--- config.mk ---
export PLATFORM = sky130hd
export DESIGN_NAME = trigger_capture
export DESIGN_NICKNAME = d
export VERILOG_FILES = /design/src/rtl/trigger_capture.sv
export SDC_FILE = /design/constraint.sdc
export NUM_CORES = 1
export LEC_CHECK = 0
export CORE_ASPECT_RATIO = 0.8
export CORE_MARGIN = 4
export CORE_UTILIZATION = 55
export DETAILED_ROUTE_END_ITERATION = 6
export PLACE_DENSITY_LB_ADDON = 0.1
export SYNTH_ARGS = -nofsm -noshare
export SYNTH_HDL_FRONTEND = slang
export SYNTH_SLANG_ARGS = --single-unit
--- constraint.sdc ---
create_clock -name clk -period 3.15 [get_ports clk]
set_clock_uncertainty 0.2 [all_clocks]
set_input_delay 0.315 -clock clk [delete_from_list [all_inputs] [get_ports clk]]
set_output_delay 0.315 -clock clk [all_outputs]
set_load 0.02 [all_outputs]
--- src/rtl/trigger_capture.sv ---
// Ring-buffer capture of a pre/post-trigger frame around a trigger rising edge,
// streamed out over valid/ready and automatically re-armed after the last word.
module trigger_capture #(
  parameter int DW         = 16,
  parameter int AW         = 4,
  parameter int PRE        = 4,
  parameter int POST       = 4,
  parameter int TRIG_DELAY = 1
) (
  input  logic          clk,
  input  logic          rst_n,
  input  logic [DW-1:0] din,
  input  logic          din_valid,
  input  logic          trigger_in,
  output logic [DW-1:0] dout,
  output logic          dout_valid,
  input  logic          dout_ready,
  output logic          dout_last,
  output logic          armed,
  output logic [7:0]    missed_cnt
);

  localparam int DEPTH = 2**AW;
  localparam int CW    = AW + 1;

  localparam logic [CW-1:0] FILL_TARGET = CW'(PRE + TRIG_DELAY);
  localparam logic [CW-1:0] FRAME_LEN   = CW'(PRE + POST);
  localparam logic [CW-1:0] POST_REM    = CW'(POST - TRIG_DELAY - 1);
  localparam logic [AW-1:0] BACK_OFF    = AW'(PRE + TRIG_DELAY);

  typedef enum logic [1:0] {S_FILL, S_ARMED, S_POST, S_READOUT} state_e;

  state_e        state_q, state_d;
  logic [DW-1:0] mem [DEPTH];
  logic [AW-1:0] wr_ptr_q, wr_ptr_d;
  logic [AW-1:0] rd_ptr_q, rd_ptr_d;
  logic [CW-1:0] fill_cnt_q, fill_cnt_d, fill_inc;
  logic [CW-1:0] post_left_q, post_left_d;
  logic [CW-1:0] rd_left_q, rd_left_d;
  logic          trig_q, trig_rise;
  logic [7:0]    missed_q, missed_d;
  logic [DW-1:0] buf_data_q [2];
  logic [1:0]    buf_last_q;
  logic          head_q, head_d;
  logic [1:0]    occ_q, occ_d;
  logic          wr_en, rd_issue, pop, tail, busy;

  assign trig_rise = trigger_in & ~trig_q;
  assign busy      = (state_q == S_POST) || (state_q == S_READOUT);
  assign wr_en     = din_valid && (state_q != S_READOUT);
  assign fill_inc  = fill_cnt_q + CW'(1);

  assign dout_valid = (occ_q != 2'd0);
  assign dout       = buf_data_q[head_q];
  assign dout_last  = dout_valid && buf_last_q[head_q];
  assign armed      = (state_q == S_ARMED);
  assign missed_cnt = missed_q;

  // Read/output pipeline: the output register plus one skid slot form a 2-entry FIFO.
  // A read may be issued whenever a slot is free now or is freed by this cycle's pop.
  assign pop      = dout_valid && dout_ready;
  assign rd_issue = (state_q == S_READOUT) && (rd_left_q != '0) && (!occ_q[1] || pop);
  assign tail     = head_q ^ occ_q[0];
  assign head_d   = head_q ^ pop;

  always_comb begin
    occ_d = occ_q;
    if (rd_issue && !pop) begin
      occ_d = occ_q + 2'd1;
    end else if (!rd_issue && pop) begin
      occ_d = occ_q - 2'd1;
    end
  end

  always_comb begin
    wr_ptr_d = wr_ptr_q;
    if (wr_en) begin
      wr_ptr_d = wr_ptr_q + AW'(1);
    end
  end

  assign missed_d = (trig_rise && busy && (missed_q != 8'hFF)) ? missed_q + 8'd1 : missed_q;

  always_comb begin
    state_d     = state_q;
    fill_cnt_d  = fill_cnt_q;
    post_left_d = post_left_q;
    rd_left_d   = rd_left_q;
    rd_ptr_d    = rd_ptr_q;
    unique case (state_q)
      S_FILL: begin
        if (din_valid) begin
          fill_cnt_d = fill_inc;
          if (fill_inc == FILL_TARGET) begin
            state_d = S_ARMED;
          end
        end
      end
      S_ARMED: begin
        // Without a sample this cycle the trigger refers to the last written one.
        if (trig_rise) begin
          rd_ptr_d    = din_valid ? (wr_ptr_q - BACK_OFF) : (wr_ptr_q - BACK_OFF - AW'(1));
          post_left_d = POST_REM;
          state_d     = S_POST;
        end
      end
      S_POST: begin
        if (post_left_q == '0) begin
          state_d   = S_READOUT;
          rd_left_d = FRAME_LEN;
        end else if (din_valid) begin
          post_left_d = post_left_q - CW'(1);
          if (post_left_q == CW'(1)) begin
            state_d   = S_READOUT;
            rd_left_d = FRAME_LEN;
          end
        end
      end
      S_READOUT: begin
        if (rd_issue) begin
          rd_ptr_d  = rd_ptr_q + AW'(1);
          rd_left_d = rd_left_q - CW'(1);
        end
        if (pop && buf_last_q[head_q]) begin
          state_d    = S_FILL;
          fill_cnt_d = '0;
        end
      end
      default: state_d = S_FILL;
    endcase
  end

  always_ff @(posedge clk) begin
    if (wr_en) begin
      mem[wr_ptr_q] <= din;
    end
  end

  always_ff @(posedge clk or negedge rst_n) begin
    if (!rst_n) begin
      state_q       <= S_FILL;
      wr_ptr_q      <= '0;
      rd_ptr_q      <= '0;
      fill_cnt_q    <= '0;
      post_left_q   <= '0;
      rd_left_q     <= '0;
      trig_q        <= 1'b0;
      missed_q      <= '0;
      buf_data_q[0] <= '0;
      buf_data_q[1] <= '0;
      buf_last_q    <= '0;
      head_q        <= 1'b0;
      occ_q         <= '0;
    end else begin
      state_q     <= state_d;
      wr_ptr_q    <= wr_ptr_d;
      rd_ptr_q    <= rd_ptr_d;
      fill_cnt_q  <= fill_cnt_d;
      post_left_q <= post_left_d;
      rd_left_q   <= rd_left_d;
      trig_q      <= trigger_in;
      missed_q    <= missed_d;
      head_q      <= head_d;
      occ_q       <= occ_d;
      if (rd_issue) begin
        buf_data_q[tail] <= mem[rd_ptr_q];
        buf_last_q[tail] <= (rd_left_q == CW'(1));
      end
    end
  end

endmodule

**After elaboration in Yosys (flattened, before gate mapping)**

Memories as Yosys holds them, arrays and structs flattened.
Index checks and enable logic that the tools add are counted.

- Bits in registers: 71
- Bits in writable memories: 256
- Bits of input ports: 21
- Output and inout bits: 27
- Word-level logic and storage cells: 123
- Memories kept: 1

- Add/subtract/negate cells: 10
- $lt $le $gt $ge: 6
- Equal/unequal tests: 17
- Multiplexer cells: 39
- Bitwise logic cells: 6
- Reductions and logical operators: 31

Memory list:

| name | words | bits a word | rd ports | clocked after Yosys merged registers in | write ports | RTL line | RTL |
|---|---|---|---|---|---|---|---|
| mem | 16 | 16 | 1 | 0 | 1 | 34 | `logic [DW-1:0] mem [DEPTH];` |

Operators by type and width:

| kind | count |
|---|---|
| 2-to-1 mux 16 bit | 4 |
| 2-to-1 mux 5 bit | 9 |
| bitwise mux 32 bit | 1 |
| case mux 5 bit (2 select lines) | 3 |
| 2-to-1 mux 2 bit | 9 |
| demux 16 bit (select 1 bit) | 1 |
| logical AND 1 bit | 12 |
| 2-to-1 mux 4 bit | 3 |
| inequality test 2 bit, second input constant | 6 |
| nonzero test 2 bit | 6 |
| == test 5 x 1 -> 1 bit, second input constant | 2 |
| subtractor 5 x 1 -> 5 bit, second input constant | 2 |
| adder 4 x 1 -> 4 bit, second input constant | 2 |
| adder 8 x 1 -> 8 bit, second input constant | 1 |
| inequality test 8 bit, second input constant | 1 |
| case mux 2 bit (4 select lines) | 1 |
| case mux 4 bit (2 select lines) | 1 |
| AND reduction 4 bit | 2 |
| AND reduction 3 bit | 2 |
| AND reduction 6 bit | 1 |
| adder 5 x 1 -> 5 bit, second input constant | 1 |
| == test 5 x 3 -> 1 bit, second input constant | 1 |
| zero test 5 bit | 1 |
| 2-to-1 mux 1 bit | 5 |
| 23 further kinds | 32 |

**Logic depth before layout (Yosys ltp)**

Gate-level depths: netlist (run 1).

- Depth in word-level cells: 8
- Depth in mapped cells: 10
- Gate-level depth less buffers: 9

**Worst setup path before layout (run 1)**

OpenSTA, ideal clock, no wires.

- Path kind: reg-to-reg
- Start: register state_q[0]
- End: memory mem[3][0] (enable)
- Setup time: 409 ps
- Data arrival time: 2497 ps
- Required time: 2541 ps
- Setup slack: 44 ps
- Cell stages (with the launch flop): 7
- Buffers on the path: 2
- Cells stage by stage: dfrtp_1 > ha_1 > clkbuf_1 > nor2b_1 > buf_1 > nand2_1 > nor3_1

- Word-level cells in the longest chain between the ends: 4

Ends and longest elaborated chain:

| item | RTL line | RTL |
|---|---|---|
| from (decl) | 33 | `state_e state_q, state_d;` |
| from (signal assigned) | 155 | `state_q <= state_d;` |
| inequality test 2 bit | 50 | `assign wr_en = din_valid && (state_q != S_READOUT);` |
| logical AND 1 bit | 50 |  |
| 2-to-1 mux 1 bit | 134 | `if (wr_en) begin` |
| 2-to-1 mux 1 bit (not written as such) | 135 | `mem[wr_ptr_q] <= din;` |
| to (decl) | 34 |  |

Every way passes these cells.

**Worst setup path in the final report (run 1)**

- Start: register head_q
- End: output port dout[4]

- Word-level cells in the longest chain between the ends: 4

Ends and longest elaborated chain:

| item | RTL line | RTL |
|---|---|---|
| from (decl) | 44 | `logic head_q, head_d;` |
| from (signal assigned) | 152 | `head_q <= 1'b0;` |
| from (signal assigned) | 163 | `head_q <= head_d;` |
| inverter 1 -> 2 bit (not written as such) | 54 | `assign dout = buf_data_q[head_q];` |
| 2-to-1 mux 16 bit (not written as such) (3 in series) | 54 |  |
| to (decl) | 15 | `output logic [DW-1:0] dout,` |

Every way passes these cells. The select of a mux whose other input is x is not followed.

==> flow_summary.yaml, run 1 <==
outcome:
  run_status: "finished clean"
routing:
  drc_errors: 0
  drtAntennaViolNets: 0
  avgViaCountPerCell: 5.91
  wl_mm: 27.9
  drtIter0Drc: 654
  via_count: 7035
  first_pass_iters: 5
  routed_wire_length_per_instance_um: 23.4
finish:
  layout-drive-gt1-share: 0.255
  mostFrequentLayoutCell: "sky130_fd_sc_hd__edfxtp_1"
  layout.cells.most_common_list: "sky130_fd_sc_hd__edfxtp_1, sky130_fd_sc_hd__dfrtp_1, sky130_fd_sc_hd__mux4_2"
  final_net_count: 892
  layout-area-overhead-vs-synth_pct: 15.8
  antennaDiodeCount: 0
  utilization: 0.647
clock_network:
  insertion_delay_ns: 0.55
  cts_buffer_depth: 3
  numCtsBuffers: 30
  htree_num_levels: 1
  clock_root_buffer: "sky130_fd_sc_hd__clkbuf_16"
  clock-sinks: 327
  cts.clk_slew.worst_paths_ns: 0.07
  cts_resized: 0
  clock_tree_from_tritoncts: "yes"
floorplan:
  core.rowCount: 51
  initial_utilization: 0.558
  ios: 48
  die-height_um: 149
  die-width_um: 184
  core_region_area_um2: 24300
  dieArea_um2: 27300
timing:
  postLayoutSetupSlackWorst_ns: 0.423
  final_count_of_hold_timing_violations: 0
  setup_repair_after_global_routing_missed_its_margin: "false"
  finalSetupViolCount: 0
  worst_slew_margin_rel: 0.377
  fin_hold_ws_ns: 0.243
  post-route-period-util: 0.866
  timing.setup.tns_ns: 0
  clock.fmax_mhz: 367
  max_slew.worst_pin.slew_ns: 0.935
  final_max_slew_viol_count: 0
  min_period_ns: 2.73
critical_path:
  timing.critical_path.slowest_cell_delay_ns: 0.57
  worst_path_slowest_cell: "sky130_fd_sc_hd__clkdlybuf4s50_1"
  worst-path-max-fanout: 19
  cp_data_required_time_ns: 2.63
  crit_buf_inv: 2
  r2r_start: "rd_ptr_q[1]"
  setup.worst_path.end_class: "output port"
  crit_start_category: "register"
  rr_worst_depth: 6
  r2r_setup_slack_ns: 0.61
  timing.critical_path.arrival_ns: 2.21
  first_element_of_the_critical_path: "head_q"
  worstReg2RegEnd: "buf_data_q[28]"
  critical_path.cell_chain: "buf_4 > mux2_2 > clkdlybuf4s50_1"
  worst_path_dominant_cell_family: "buffers and inverters"
  timing.setup.critical_path_class: "register to output port"
global_route:
  antenna_found_initial: 0
  wire_length_of_the_first_global_routing_pass_mm: 43.0
  first_global_vias: 7163
  maximum_number_of_pins_on_one_net_before_global_route_repair: 41
  grt_usage: 0.208
  grt_overflow_total: 0
placement:
  dp.final_hpwl_mm: 17.8
  port_buffers: 47
  preCtsSetupSlack_ns: 0.575
  rd_place_congestion: 0.801
power:
  power.ir.vdd_worst_v: 0.000612
  p_leak_nw: 5.58
  power-per-cell-area_nw_per_um2: 926
min_path:
  hp-class: "primary input to async pin"
synthesis:
  async_flop_share: 0.217
  syn-mean-instance-area_um2: 17.9
  yosys.cell_types.count: 44
  synth.yosys.seq_area_share: 0.697
  synth_area_um2: 13600
  synth-edff-count: 256
  synth.ff_latch_count: 327
  syn_inst: 758
  syn_nets: 801
  synthFlopType: "sky130_fd_sc_hd__edfxtp_1"
  synthesis.yosys.warnings: 0
job:
  cap_violations: 0
-- synthesized netlist by cell type (3+ instances only) --
library cell / count / area (um2)
sky130_fd_sc_hd__ha_1: 22 / 275
sky130_fd_sc_hd__xnor2_1: 12 / 105
sky130_fd_sc_hd__a31oi_1: 3 / 18.8
sky130_fd_sc_hd__o21ai_1: 6 / 30.0
sky130_fd_sc_hd__nand3_1: 12 / 60.1
sky130_fd_sc_hd__nor2b_1: 22 / 138
sky130_fd_sc_hd__buf_6: 4 / 45.0
sky130_fd_sc_hd__mux2_1: 13 / 146
sky130_fd_sc_hd__a211oi_2: 13 / 163
sky130_fd_sc_hd__dfrtp_1: 71 / 1780
sky130_fd_sc_hd__clkbuf_1: 8 / 30.0
sky130_fd_sc_hd__o21ai_0: 14 / 70.1
sky130_fd_sc_hd__a21oi_1: 20 / 100
sky130_fd_sc_hd__nand4_1: 6 / 37.5
sky130_fd_sc_hd__buf_2: 13 / 65.1
sky130_fd_sc_hd__nor3_1: 10 / 50.1
sky130_fd_sc_hd__mux4_2: 63 / 1420
sky130_fd_sc_hd__mux2i_1: 22 / 220
sky130_fd_sc_hd__nand2_1: 30 / 113
sky130_fd_sc_hd__nor2_1: 32 / 120
sky130_fd_sc_hd__xor2_1: 12 / 105
sky130_fd_sc_hd__o31ai_1: 3 / 22.5
sky130_fd_sc_hd__a211oi_1: 3 / 22.5
sky130_fd_sc_hd__inv_1: 15 / 56.3
sky130_fd_sc_hd__nand2b_1: 4 / 25.0
sky130_fd_sc_hd__mux2_2: 39 / 439
sky130_fd_sc_hd__edfxtp_1: 256 / 7690
sky130_fd_sc_hd__buf_1: 7 / 26.3
-- per-layer routing --
metal,track usage,part of all wire,vias up
li1,-,-,3138
met1,0.322,0.46,3669
met2,0.329,0.47,196
met3,0.0306,0.064,32
met4,0.0309,0.013,0
met5,0,0,-
-- flip-flops by register name, indices dropped and copies added (netlist names), 2 cells and up --
register     flops
rd_ptr_q         4
post_left_q      5
fill_cnt_q       5
buf_data_q      32
missed_cnt       8
rd_left_q        5
state_q          2
occ_q            2
mem            256
buf_last_q       2
wr_ptr_q         4
-- cell type report --
type	count	area [um2]
fillers	1636	8590
multi-input cells	379	3840
clock buffers	32	779
repair buffers	96	913
clock inverters	24	263
flip-flops and latches	327	9470
inverters	15	56.3
well taps	318	398
-- cell families (layout without fill, tap and decap cells) --
family	after synthesis	in the layout	synth area share
multiplexers	137	137	0.164
XOR/XNOR	24	24	0.0155
flip-flops	327	327	0.697
AO/OA/AOI/OAI	74	74	0.0388
adder cells (fa/ha/maj)	22	22	0.0203
AND/OR/NAND/NOR	122	122	0.0432
buffers and inverters	52	167	0.0210
-- power breakdown --
group          switching (mW)  internal, mW
clock                    1.59          2.21
combinational            2.54          2.33
sequential              0.523          5.37
total                    4.65          9.91
-- stage by stage --
step	cells	instance area, um2	total power [mW]
after floorplan	758	13600	9.26
after global placement	1133	14700	10.7
after detailed placement	1133	14700	10.9
after CTS	1191	15700	14.7
after global routing	1191	15700	15.4
final	1191	15700	14.6
-- worst max path at each step --
stage	endpoint	slack, ns	cells past startpoint
final	dout[4]	0.42	3
after global routing	dout[3]	0.31	3
after CTS	dout[4]	0.39	3
after detailed placement	mem[12][3]	0.58	5
after global placement	buf_data_q[28]	0.62	6
after floorplan	mem[3][0]	0.04	6
-- timing repair --
action                                 4_1_cts  5_1_grt
setup buffers                                0        0
hold buffers                                 2        0
endpoints found under the hold margin       38        0
Power figures use the tool's default switching activity.
==> run 2: changes to the inputs <==
- CORE_UTILIZATION: 55 -> 54
==> flow_summary.yaml, run 2 (synthesized netlist as in run 1, its figures left out) <==
outcome:
  run_status: "finished clean"
timing:
  finalSetupViolCount: 0
  final_max_slew_viol_count: 0
  max_slew.worst_pin.slew_ns: 0.830
  setup_repair_after_global_routing_missed_its_margin: "false"
  final_count_of_hold_timing_violations: 0
  worst_slew_margin_rel: 0.444
  min_period_ns: 2.82
  clock.fmax_mhz: 354
  post-route-period-util: 0.896
  fin_hold_ws_ns: 0.0898
  timing.setup.tns_ns: 0
routing:
  wl_mm: 28.3
  first_pass_iters: 5
  drc_errors: 0
  via_count: 7098
  drtAntennaViolNets: 0
  avgViaCountPerCell: 5.92
  drtIter0Drc: 515
  routed_wire_length_per_instance_um: 23.6
clock_network:
  postCtsSetupBuffers: 0
  numCtsBuffers: 34
  cts.clk_slew.worst_paths_ns: 0.06
  clock_root_buffer: "sky130_fd_sc_hd__clkbuf_16"
  cts.hold.buffers_added: 1
  clock_tree_from_tritoncts: "yes"
  clock-sinks: 327
  insertion_delay_ns: 0.50
  htree_num_levels: 2
  cts_resized: 0
  cts_buffer_depth: 3
global_route:
  first_global_vias: 7304
  antenna_found_initial: 0
  maximum_number_of_pins_on_one_net_before_global_route_repair: 32
  grt_usage: 0.213
  grt_overflow_total: 0
  wire_length_of_the_first_global_routing_pass_mm: 43.8
job:
  cap_violations: 0
finish:
  largest_reg_flops: 256
  layout-drive-gt1-share: 0.245
  antennaDiodeCount: 0
  final_net_count: 898
  mostFrequentLayoutCell: "sky130_fd_sc_hd__edfxtp_1"
  layout.cells.most_common_list: "sky130_fd_sc_hd__edfxtp_1, sky130_fd_sc_hd__dfrtp_1, sky130_fd_sc_hd__mux4_2"
  layout-area-overhead-vs-synth_pct: 16.0
  register_name_with_the_most_flops: "mem"
critical_path:
  worst-path-max-fanout: 14
  crit_start_category: "register"
  cp_data_required_time_ns: 2.63
  timing.critical_path.arrival_ns: 2.31
  setup.worst_path.end_class: "output port"
  timing.setup.critical_path_class: "register to output port"
  r2r_setup_slack_ns: 0.49
floorplan:
  die-height_um: 150
  dieArea_um2: 27800
  die-width_um: 185
  core.rowCount: 51
  ios: 48
  initial_utilization: 0.552
  core_region_area_um2: 24600
min_path:
  hp-class: "primary input to register"
placement:
  port_buffers: 47
  rd_place_congestion: 0.772
  dp.final_hpwl_mm: 18.1
power:
  p_leak_nw: 5.58
  power.ir.vdd_worst_v: 0.000384
  power-per-cell-area_nw_per_um2: 925
run 2: path summary, 6_finish.rpt:
path | from | to | cells past startpoint
min in group asynchronous | rst_n | missed_cnt[5] | 2
setup reg to reg | rd_ptr_q[1] | buf_data_q[16] | 6
hold reg to reg | buf_data_q[23] | buf_data_q[23] | 1
setup / recovery | head_q | dout[9] | 3
max in group asynchronous | rst_n | buf_data_q[9] | 3
hold / removal | trigger_in | trig_q | 1
run 2: per-layer routing:
layer  vias to the layer above  global-route usage  routed length, um
li1                       3149                   -                  -
met1                      3712               0.323              12900
met2                       187               0.328              13300
met3                        50              0.0403               1600
met4                         0              0.0451                498
met5                         -                   0                  0
run 2: report_power, final:
group	internal, mW	switching (mW)	leakage (nW)
registers	5.37	0.640	3.17
logic	2.33	2.43	1.90
clock network	2.23	1.56	0.509
run 2: area by class of cell:
class	count	area, um2
Clock buffer	46	927
Sequential cell	327	9470
Tap cell	318	398
Timing Repair Buffer	98	926
Clock inverter	15	118
Inverter	15	56.3
Multi-Input combinational cell	379	3840
Fill cell	1693	8830
run 2: metrics by stage:
step,instances,cell area (um2),utilization,setup WS (ns),total power [mW]
floorplan,758,13600,-,0.0436,9.26
global placement,1136,14700,0.598,0.483,10.7
detailed placement,1136,14700,0.598,0.474,10.9
CTS,1198,15700,0.641,0.312,14.7
global route,1198,15700,0.641,0.247,15.4
finish,1198,15700,0.641,0.328,14.6
run 2: critical path, cell delays in order (launching register included):
cell                              delay [ns]
sky130_fd_sc_hd__dfrtp_1                0.61
sky130_fd_sc_hd__buf_12                 0.22
sky130_fd_sc_hd__mux2_2                 0.41
sky130_fd_sc_hd__clkdlybuf4s50_1        0.56
==> run 3: changes to the inputs <==
- ABC_CLOCK_PERIOD_IN_PS: default -> 3150
==> results of run 3 <==
Same layout as run 2: the final DEF is identical, and so are final timing and power.
==> RTL edit: new RTL, settings of run 2 <==
Make the reset (`rst_n`) synchronous in one clocked block.
--- a/src/rtl/trigger_capture.sv
+++ b/src/rtl/trigger_capture.sv
@@ -138,3 +138,3 @@
 
-  always_ff @(posedge clk or negedge rst_n) begin
+  always_ff @(posedge clk) begin
     if (!rst_n) begin
Function: differs if rst_n is asserted again (counterexample within 10 cycles, from zero or initial values and one cycle with rst_n low); with rst_n held inactive, the same outputs for 10 cycles.
==> RTL edit against run 2 <==
Fmax up 0.58%. Sequential cell count grew 5. Utilization down 0.72 points. Area after synthesis is 0.71% higher. Final area decreased by 0.87%. Highest routed layer unchanged. Setup slack improved by 16 ps. Routed wire length decreased by 4.1%. Critical path type unchanged.
Power is not compared: it rests on default switching activity, and its combinational part moved more than twofold at a synthesized area within 25%.
==> RTL edit: results (changes against run 2) <==
Worst setup path
  • Largest delay share family, worst path: flip-flops (was buffers and inverters)
  • R2R Setup Slk: 560 ps (was 490 ps)
  • Critical Path Sink: dout[4] (was dout[9])
  • Register-to-Register Path Depth: 4 (was 6)
  • Crit path max fanout: 16 (was 14)
  • Crit-path slowest cell: dfxtp_1 (was dfrtp_1)
  • R2r endpoint: buf_data_q[0][12]$_SDFFCE_PN0P_ (was buf_data_q[16]$_DFFE_PN0P_)
  • Critical Path Max Stage Delay: 750 ps (was 610 ps)
  • WP data arrival: 2290 ps (was 2310 ps)

Power
  • VDD IR-drop max: 0.000575 V
  • Power Clock: 0.00342 W

GRT
  • M1 GR Usage: 0.307 (was 0.323)
  • Global-route wire length before repair: 41.4 mm (was 43.8 mm)
  • Initial antenna violation count: 1 (was 0)
  • Met2 Use GR: 0.307 (was 0.328)
  • Vias in the first global route: 6928 (was 7304)
  • Largest net degree at the start of global routing: 43 (was 32)
  • Routing usage on met3: 0.0309 (was 0.0403)
  • Total track usage: 0.197 (was 0.213)

Place
  • Area after DPL: 14700 um^2 (about the same)
  • Gpl congestion: 0.782 (was 0.772)
  • Setup WS pre-CTS: 529 ps (was 474 ps)
  • Detailed placer's ending HPWL: 17.0 mm (was 18.1 mm)
  • # placed instances: 1116 (was 1136)

Outcome
  • Status: finished clean (unchanged)

Finish
  • Share of cells above drive strength 1: 0.167 (was 0.245)
  • Nets: 873 (was 898)
  • Max reg flops: 256 (unchanged)

Route
  • Met1 wire length: 12.3 mm (was 12.9 mm)
  • Detail-routed via count per cell: 5.96 (was 5.92)
  • Via count: 6981 (was 7098)
  • Met3 routed WL: 1.79 mm (was 1.60 mm)
  • 1st-iter DRT viols: 683 (was 515)
  • Post-Route WL: 27.1 mm (was 28.3 mm)
  • DR WL met2: 12.7 mm (was 13.3 mm)

Worst hold path
  • Hold endpoint: trig_q$_SDFF_PN0_ (was trig_q$_DFF_PN0_)
  • WHS Path Cells: 2 (was 1)

Synth
  • Seq/Total Area, Yosys: 0.697 (about the same)
  • Unique masters post-synth: 51 (was 44)
  • Gate Count Post-Synth: 749 (was 758)
  • Post-synth EDFFs: 288 (was 256)
  • Top area cells in the synthesized netlist: edfxtp_1 (63%), mux4_1 (7.7%), mux4_2 (6.6%) (was edfxtp_1 (57%), dfrtp_1 (13%), mux4_2 (10%))
  • Ys async rst share: 0 (was 0.217)
  • Net count after synthesis: 791 (was 801)
  • Synth top cells by count: edfxtp_1 (288), nor2_1 (52), dfxtp_1 (44) (was edfxtp_1 (256), dfrtp_1 (71), mux4_2 (63))
  • Top_reg_cell synth: edfxtp_1 (unchanged)

CTS
  • Htree depth: 1 (was 2)
  • TritonCTS Buffers: 31 (was 34)
  • CTS-repair resized insts: 0 (unchanged)
  • Worst skew pair latency: 560 ps (was 500 ps)

STA
  • Final worst-path setup slack: 345 ps (was 328 ps)
  • Min Hold Slack: 156 ps (was 89.8 ps)
  • Relative slew slack: 0.532 (was 0.444)

Floorplanning
  • Die ar.: 27900 um^2 (was 27800 um^2)
## RTL edit: cell types whose count changed after synthesis, sizes merged, moves of 13 or more
cell / run 2 / this run
dfrtp: 71 / 0
a211oi: 16 / 0
mux2i: 22 / 9
clkbuf: 9 / 23
nor2: 32 / 52
and2: 0 / 36
edfxtp: 256 / 288
mux2: 52 / 16
nor2b: 22 / 5
dfxtp: 0 / 44
buf: 28 / 13
mux4: 63 / 80
## RTL edit: logic make-up after synthesis
logic type      Yosys count  synth area share
buf+inv                  50            0.0192
xor+xnor                 24            0.0154
flops                   332             0.697
compound gates           52            0.0263
mux                     105             0.163
simple gates            165            0.0602
fa+ha+maj                21            0.0192
## RTL edit: area by class of cell
cell class | instances | area [um^2]
well taps | 318 | 398
repair buffers | 85 | 793
fillers | 1711 | 9030
clock inverters | 17 | 125
diodes | 1 | 2.50
clock buffers | 37 | 798
flip-flops and latches | 332 | 9530
inverters | 14 | 52.6
multi-input cells | 367 | 3900
